<file path="config.mk">
export PLATFORM = sky130hd
export DESIGN_NAME = id_stage_v2
export DESIGN_NICKNAME = d
export VERILOG_FILES = /design/src/rtl/rv_pkg.sv /design/src/rtl/id_imm_gen.sv /design/src/rtl/id_stage_v2.sv
export SDC_FILE = /design/constraint.sdc
export NUM_CORES = 1
export LEC_CHECK = 0
export CAP_MARGIN = 20
export CORE_AREA = 2 2 152 154
export DETAILED_ROUTE_END_ITERATION = 16
export DIE_AREA = 0 0 154 156
export PLACE_DENSITY = 0.92
export SLEW_MARGIN = 20
export SYNTH_ARGS = -nofsm -noshare
export SYNTH_HDL_FRONTEND = slang
export SYNTH_HIERARCHICAL = 1
export SYNTH_SLANG_ARGS = --single-unit
export TNS_END_PERCENT = 100
</file>
<file path="constraint.sdc">
create_clock -name clk_in -period 6 [get_ports clk_in]
set_input_delay 0.9 -clock clk_in [delete_from_list [all_inputs] [get_ports clk_in]]
set_output_delay 0.9 -clock clk_in [all_outputs]
set_load 0.02 [all_outputs]
</file>
<file path="src/rtl/rv_pkg.sv">
// Shared RV32I decode definitions: major opcodes, immediate formats, zero constant.
package rv_pkg;

  localparam logic [6:0] OPC_LUI    = 7'b0110111;
  localparam logic [6:0] OPC_AUIPC  = 7'b0010111;
  localparam logic [6:0] OPC_JAL    = 7'b1101111;
  localparam logic [6:0] OPC_JALR   = 7'b1100111;
  localparam logic [6:0] OPC_BRANCH = 7'b1100011;
  localparam logic [6:0] OPC_LOAD   = 7'b0000011;
  localparam logic [6:0] OPC_STORE  = 7'b0100011;
  localparam logic [6:0] OPC_OP_IMM = 7'b0010011;
  localparam logic [6:0] OPC_OP     = 7'b0110011;

  localparam logic [31:0] ZeroWord = 32'h0000_0000;

  typedef enum logic [2:0] {
    IMM_I,
    IMM_S,
    IMM_B,
    IMM_U,
    IMM_J,
    IMM_NONE
  } imm_fmt_e;

endpackage

</file>
<file path="src/rtl/id_imm_gen.sv">
// Combinational immediate generator; the opcode field is not needed here, only ins[31:7].
module id_imm_gen
  import rv_pkg::*;
#(
  parameter int XLEN = 32
) (
  input  logic [31:7]     ins_i,
  input  imm_fmt_e        fmt_i,
  output logic [XLEN-1:0] imm_o
);

  logic [31:0] imm32;

  always_comb begin
    imm32 = ZeroWord;
    case (fmt_i)
      IMM_I: imm32 = {{20{ins_i[31]}}, ins_i[31:20]};
      IMM_S: imm32 = {{20{ins_i[31]}}, ins_i[31:25], ins_i[11:7]};
      IMM_B: imm32 = {{19{ins_i[31]}}, ins_i[31], ins_i[7], ins_i[30:25], ins_i[11:8], 1'b0};
      IMM_U: imm32 = {ins_i[31:12], 12'h000};
      IMM_J: imm32 = {{11{ins_i[31]}}, ins_i[31], ins_i[19:12], ins_i[20], ins_i[30:21], 1'b0};
      default: imm32 = ZeroWord;
    endcase
  end

  // Signed cast extends ins[31] to the full datapath width.
  assign imm_o = XLEN'($signed(imm32));

endmodule

</file>
<file path="src/rtl/id_stage_v2.sv">
// RV32I decode stage with operand bypass, load-use bubble insertion and an ID/EX register.
module id_stage_v2
  import rv_pkg::*;
#(
  parameter int XLEN   = 32,
  parameter int FWD_EN = 1,
  parameter int CNT_W  = 16
) (
  input  logic             clk_in,
  input  logic             rst_in,
  input  logic             rdy_in,
  input  logic             if_valid_in,
  output logic             if_ready_out,
  input  logic [XLEN-1:0]  if_pc_in,
  input  logic [31:0]      if_ins_in,
  output logic [4:0]       rs1_addr_out,
  input  logic [XLEN-1:0]  rs1_data_in,
  output logic [4:0]       rs2_addr_out,
  input  logic [XLEN-1:0]  rs2_data_in,
  input  logic             ex_wr_en_in,
  input  logic [4:0]       ex_wr_addr_in,
  input  logic [XLEN-1:0]  ex_wr_data_in,
  input  logic             ex_is_load_in,
  input  logic             mem_wr_en_in,
  input  logic [4:0]       mem_wr_addr_in,
  input  logic [XLEN-1:0]  mem_wr_data_in,
  input  logic             flush_in,
  output logic             ex_valid_out,
  input  logic             ex_ready_in,
  output logic [XLEN-1:0]  pc_out,
  output logic [4:0]       r1_addr_out,
  output logic [XLEN-1:0]  r1_data_out,
  output logic [4:0]       r2_addr_out,
  output logic [XLEN-1:0]  r2_data_out,
  output logic [4:0]       rd_addr_out,
  output logic [XLEN-1:0]  imm_out,
  output logic [6:0]       opcode_out,
  output logic [2:0]       funct3_out,
  output logic             funct7b5_out,
  output logic             illegal_out,
  output logic [CNT_W-1:0] stall_cnt_out
);

  localparam logic ST_EMPTY = 1'b0;
  localparam logic ST_FULL  = 1'b1;
  localparam logic FWD      = (FWD_EN != 0);

  logic [6:0] opc;
  logic [2:0] f3;
  logic       known, illegal, use_rs1, use_rs2, use_rd, f7b5;
  imm_fmt_e   fmt;
  logic [XLEN-1:0] imm, op1, op2;
  logic [4:0] rs1_a, rs2_a, rd_a;
  logic       ex_hit, mem_hit, hazard, free, accept;

  logic            state_q, state_d;
  logic [XLEN-1:0] pc_q, pc_d, r1_data_q, r1_data_d, r2_data_q, r2_data_d, imm_q, imm_d;
  logic [4:0]      r1_addr_q, r1_addr_d, r2_addr_q, r2_addr_d, rd_addr_q, rd_addr_d;
  logic [6:0]      opcode_q, opcode_d;
  logic [2:0]      funct3_q, funct3_d;
  logic            f7b5_q, f7b5_d, illegal_q, illegal_d;
  logic [CNT_W-1:0] stall_q, stall_d;

  always_comb begin
    opc     = if_ins_in[6:0];
    f3      = if_ins_in[14:12];
    known   = 1'b1;
    use_rs1 = 1'b0;
    use_rs2 = 1'b0;
    use_rd  = 1'b0;
    fmt     = IMM_NONE;
    case (opc)
      OPC_LUI, OPC_AUIPC: begin use_rd = 1'b1; fmt = IMM_U; end
      OPC_JAL:    begin use_rd = 1'b1; fmt = IMM_J; end
      OPC_JALR:   begin use_rd = 1'b1; use_rs1 = 1'b1; fmt = IMM_I; end
      OPC_BRANCH: begin use_rs1 = 1'b1; use_rs2 = 1'b1; fmt = IMM_B; end
      OPC_LOAD:   begin use_rd = 1'b1; use_rs1 = 1'b1; fmt = IMM_I; end
      OPC_STORE:  begin use_rs1 = 1'b1; use_rs2 = 1'b1; fmt = IMM_S; end
      OPC_OP_IMM: begin use_rd = 1'b1; use_rs1 = 1'b1; fmt = IMM_I; end
      OPC_OP:     begin use_rd = 1'b1; use_rs1 = 1'b1; use_rs2 = 1'b1; end
      default:    known = 1'b0;
    endcase
    illegal = !known || (opc == OPC_JALR && f3 != 3'b000);
    f7b5    = (opc == OPC_OP || (opc == OPC_OP_IMM && f3 == 3'b101)) ? if_ins_in[30] : 1'b0;
    // Addresses of unused or illegal fields read as x0 so they never match a writer.
    rs1_a   = (use_rs1 && !illegal && rst_in) ? if_ins_in[19:15] : 5'd0;
    rs2_a   = (use_rs2 && !illegal && rst_in) ? if_ins_in[24:20] : 5'd0;
    rd_a    = (use_rd && !illegal) ? if_ins_in[11:7] : 5'd0;
  end

  id_imm_gen #(.XLEN(XLEN)) u_imm_gen (
    .ins_i (if_ins_in[31:7]),
    .fmt_i (fmt),
    .imm_o (imm)
  );

  always_comb begin
    if (rs1_a == 5'd0)
      op1 = '0;
    else if (FWD && ex_wr_en_in && !ex_is_load_in && ex_wr_addr_in == rs1_a)
      op1 = ex_wr_data_in;
    else if (FWD && mem_wr_en_in && mem_wr_addr_in == rs1_a)
      op1 = mem_wr_data_in;
    else
      op1 = rs1_data_in;

    if (rs2_a == 5'd0)
      op2 = '0;
    else if (FWD && ex_wr_en_in && !ex_is_load_in && ex_wr_addr_in == rs2_a)
      op2 = ex_wr_data_in;
    else if (FWD && mem_wr_en_in && mem_wr_addr_in == rs2_a)
      op2 = mem_wr_data_in;
    else
      op2 = rs2_data_in;
  end

  assign ex_hit  = ex_wr_en_in && ex_wr_addr_in != 5'd0 &&
                   (ex_wr_addr_in == rs1_a || ex_wr_addr_in == rs2_a);
  assign mem_hit = mem_wr_en_in && mem_wr_addr_in != 5'd0 &&
                   (mem_wr_addr_in == rs1_a || mem_wr_addr_in == rs2_a);
  assign hazard  = if_valid_in && ((ex_hit && (ex_is_load_in || !FWD)) || (!FWD && mem_hit));
  assign free    = (state_q == ST_EMPTY) || ex_ready_in;
  assign if_ready_out = rdy_in && rst_in && (flush_in || (!hazard && free));
  assign accept  = if_valid_in && if_ready_out;

  always_comb begin
    state_d   = state_q;
    pc_d      = pc_q;
    r1_addr_d = r1_addr_q;
    r1_data_d = r1_data_q;
    r2_addr_d = r2_addr_q;
    r2_data_d = r2_data_q;
    rd_addr_d = rd_addr_q;
    imm_d     = imm_q;
    opcode_d  = opcode_q;
    funct3_d  = funct3_q;
    f7b5_d    = f7b5_q;
    illegal_d = illegal_q;
    stall_d   = stall_q;
    if (rdy_in) begin
      if (flush_in) begin
        state_d = ST_EMPTY;
      end else if (accept) begin
        state_d   = ST_FULL;
        pc_d      = if_pc_in;
        r1_addr_d = rs1_a;
        r1_data_d = op1;
        r2_addr_d = rs2_a;
        r2_data_d = op2;
        rd_addr_d = rd_a;
        imm_d     = imm;
        opcode_d  = opc;
        funct3_d  = f3;
        f7b5_d    = f7b5;
        illegal_d = illegal;
      end else if (state_q == ST_FULL && ex_ready_in) begin
        state_d = ST_EMPTY;
      end
      if (!flush_in && hazard && free && stall_q != '1)
        stall_d = stall_q + 1'b1;
    end
  end

  always_ff @(posedge clk_in or negedge rst_in) begin
    if (!rst_in) begin
      state_q   <= ST_EMPTY;
      pc_q      <= '0;
      r1_addr_q <= '0;
      r1_data_q <= '0;
      r2_addr_q <= '0;
      r2_data_q <= '0;
      rd_addr_q <= '0;
      imm_q     <= '0;
      opcode_q  <= '0;
      funct3_q  <= '0;
      f7b5_q    <= 1'b0;
      illegal_q <= 1'b0;
      stall_q   <= '0;
    end else begin
      state_q   <= state_d;
      pc_q      <= pc_d;
      r1_addr_q <= r1_addr_d;
      r1_data_q <= r1_data_d;
      r2_addr_q <= r2_addr_d;
      r2_data_q <= r2_data_d;
      rd_addr_q <= rd_addr_d;
      imm_q     <= imm_d;
      opcode_q  <= opcode_d;
      funct3_q  <= funct3_d;
      f7b5_q    <= f7b5_d;
      illegal_q <= illegal_d;
      stall_q   <= stall_d;
    end
  end

  assign rs1_addr_out  = rs1_a;
  assign rs2_addr_out  = rs2_a;
  assign ex_valid_out  = (state_q == ST_FULL);
  assign pc_out        = pc_q;
  assign r1_addr_out   = r1_addr_q;
  assign r1_data_out   = r1_data_q;
  assign r2_addr_out   = r2_addr_q;
  assign r2_data_out   = r2_data_q;
  assign rd_addr_out   = rd_addr_q;
  assign imm_out       = imm_q;
  assign opcode_out    = opcode_q;
  assign funct3_out    = funct3_q;
  assign funct7b5_out  = f7b5_q;
  assign illegal_out   = illegal_q;
  assign stall_cnt_out = stall_q;

endmodule

</file>
==> out/metrics.cfg <==
[outcome]
run_status=complete, no violations

[critical_path]
critical_path_required_ns=5.10
crit-reg2reg-launch=ex_valid_out
worst-r2r-setup-slack_ns=2.96
critPathKind=in2out
cp_data_arrival_time_ns=4.03
setup.worst_path.start_class=input pin
cp_max_fo=14
endpoint_kind=output port
reg_to_reg_endpoint=opcode_out[4]
worstRegToRegCells=7

[drt]
drc_errors=0
routedWlPerCell_um=21.84
initial_drc_count=523
route.antenna.remaining_nets=0
average_via_count_per_standard_cell=5.720
drt_pre_antenna_iters=5
wl_mm=33.39
via_count=8746

[pwr]
power.density_cell_area_nw_per_um2=222.8
total_leakage_power_nw=6.445
peakVddDrop_uv=171.8

[timing]
worst-slew-pin-transition_ns=0.9728
final.period_utilization_pct=82.15
setup_repair_after_global_routing_missed_its_margin=no
layout_min_cycle_time_ns=4.929
setup_viol=0
final-max-slew-violation-count=0
max_clock_freq_ghz=0.2029
setup_tns_ns=0
final_hold_viol_count=0
slew_headroom_pct=35.15
clock_skew_ns=0.01882

[yosys]
synthDominantCellAreaShare_pct=43.31
postSynth.asyncResetShare_pct=100.0
synth_top_flop_cell=dfrtp_1
yosysSeqAreaShare_pct=43.31
synth-seq-cells=172
post_synth_edffs=0
ys_warn_count=6
postSynthAreaPerCell_um2=11.45
syn-cell-area_um2=9938
synth.lib_cells_used.distinct=69
postSynthCellCount=868
yosysTopAreaCell=dfrtp_1
yosys-top-cells-area=dfrtp_1 (43%), mux2_4 (16%), mux2i_1 (6.6%)
syn_nets=1080

[clock_network]
ctsRootBufferMaster=clkbuf_16
cts.hold.buffers_added=0
cts_bufs_inserted=17
worstSkewPairLatency_ns=0.43
clkSlewWorstSetupHoldPaths_ns=0.09
cts.htree.levels=4
cts-root-to-sink-buffers=2
cts_resized=0
postCtsSetupRepairBufs=0
cts_tree=yes
clkSinkCount=172

[final_layout]
multi_input_area_um2=5064
syn2layout_area_growth_pct=45.65
fillers=1696
drive_gt1_share_pct=15.11
finalCoreUtilization_pct=64.72
insertedDiodeCount=0
seq_area_um2=4304
finalNetCount=1443
post-route-cell-area_um2=14480

[die]
chipHeight_um=156
effective_utilization_at_floorplan_pct=44.44
rows=55
floorplan.die_area_um2=24020
top_level_ports=394
floorplan_core_area_um2=22370
die_w_um=154

[global_route]
grt_start_max_net_pins=98
global_route.usage.total_pct=27.17
grt_overflow=0
first_global_vias=8948
first_pass_grt_wire_length_mm=50.41
grt_antenna_before_repair=1

[placement]
placement.io_buffers=393
placed_area_um2=13850
dp_hpwl_mm=24.66
final_weighted_congestion_in_routability_driven_placement=0.9106

[hold_path]
hold_class=in2async

[flow_run]
max_cap_violations=0

[worst max-delay path by stage]
stage,startpoint,to,slack (ns),depth (start not counted)
after CTS,if_ins_in[6],if_ready_out,1.09,9
final,if_ins_in[6],if_ready_out,1.07,9
after global routing,if_ins_in[6],if_ready_out,0.83,9
after global placement,if_ins_in[6],if_ready_out,1.13,9
after detailed placement,if_ins_in[6],if_ready_out,1.10,9
after floorplan,ex_wr_addr_in[1],if_ready_out,2.41,8
[cell usage after synthesis, drive strengths merged, types with 2 or more instances]
| master | count |
|---|---|
| inv | 16 |
| and2 | 8 |
| a2111oi | 2 |
| mux2 | 123 |
| nor4 | 8 |
| and3b | 2 |
| a22o | 2 |
| a21oi | 17 |
| nand3 | 9 |
| and3 | 5 |
| buf | 41 |
| nor2 | 49 |
| o31ai | 5 |
| dfrtp | 172 |
| o211ai | 33 |
| nand2b | 11 |
| nand4 | 11 |
| nor3 | 11 |
| o21ai | 48 |
| nor3b | 4 |
| mux2i | 66 |
| and2b | 2 |
| nand2 | 71 |
| xnor2 | 20 |
| a31oi | 3 |
| xor2 | 6 |
| nor2b | 13 |
| o32ai | 6 |
| a211oi | 35 |
| or3 | 2 |
| nand4b | 3 |
| clkbuf | 24 |
| or4 | 3 |
| nand3b | 3 |
| a41oi | 2 |
| o22ai | 13 |
[metrics by stage]
step / worst slack (ns) / hold WS [ns] / total power, mW / instances
2_1_floorplan: 2.414 / 0.5988 / 1.650 / 868
3_3_place_gp: 1.134 / 0.4859 / 2.047 / 1497
3_5_place_dp: 1.097 / 0.4918 / 2.067 / 1497
4_1_cts: 1.091 / 0.3145 / 3.241 / 1529
5_1_grt: 0.8252 / 0.3203 / 3.337 / 1529
6_report: 1.071 / 0.3167 / 3.225 / 1529
[sequential cells by signal (all words and copies together), names as in the netlist, 3 cells and up]
signal	cells
stall_cnt_out	16
opcode_out	7
r1_addr_out	5
pc_out	32
r2_addr_out	5
r1_data_out	32
rd_addr_out	5
imm_out	32
funct3_out	3
r2_data_out	32
[per-layer routing]
layer	vias up	part of all wire, %	global-route usage (%)
li1	3908	-	-
met1	4250	39	33.01
met2	485	47	44.48
met3	101	9.1	7.667
met4	2	4.5	13.57
met5	-	0.039	0
[cell families after synthesis]
kind of cell | Yosys count | synth area share [%]
XOR/XNOR | 26 | 2.291
flip-flops | 172 | 43.31
buffers and inverters | 81 | 5.930
adder cells (fa/ha/maj) | 2 | 0.2392
AND/OR/NAND/NOR | 220 | 11.52
multiplexers | 189 | 24.70
AO/OA/AOI/OAI | 178 | 12.01
[critical path: stages]
cell and delay (ns):
clkdlybuf4s50_1 0.71, nand4b_1 0.32, nor3_4 0.32, nor2_1 0.19, a211o_1 0.35, and3_2 0.23
nor3_1 0.22, o211a_1 0.17, clkdlybuf4s50_1 0.62
[power breakdown]
part	total [mW]	internal, mW	switching, mW	leakage (nW)
combinational	0.746	0.422	0.324	3.85
sequential	1.30	1.25	0.0552	2.31
clock	1.18	0.637	0.540	0.294
total	3.22	2.31	0.919	6.45
[final cells by class]
class | instances | share of cell area [%]
clock buffers | 17 | 2.939
clock inverters | 15 | 1.366
inverters | 16 | 0.4149
multi-input cells | 615 | 34.98
flip-flops and latches | 172 | 29.73
well taps | 285 | 2.463
repair buffers | 409 | 28.10
[cells in the final DEF (no fill, tap or decap), types with 11 or more instances in the layout]
cell type	instances
clkbuf_16	17
a211oi_1	35
a21oi_1	17
nor2b_1	13
o22ai_1	13
nand4_1	11
clkdlybuf4s50_1	392
xnor2_1	20
inv_1	16
mux2i_1	66
nor2_1	48
o211ai_1	33
mux2_4	109
o21ai_0	44
mux2_2	14
nand2_1	70
dfrtp_1	172
buf_4	15
(Power assumes the default switching activity.)
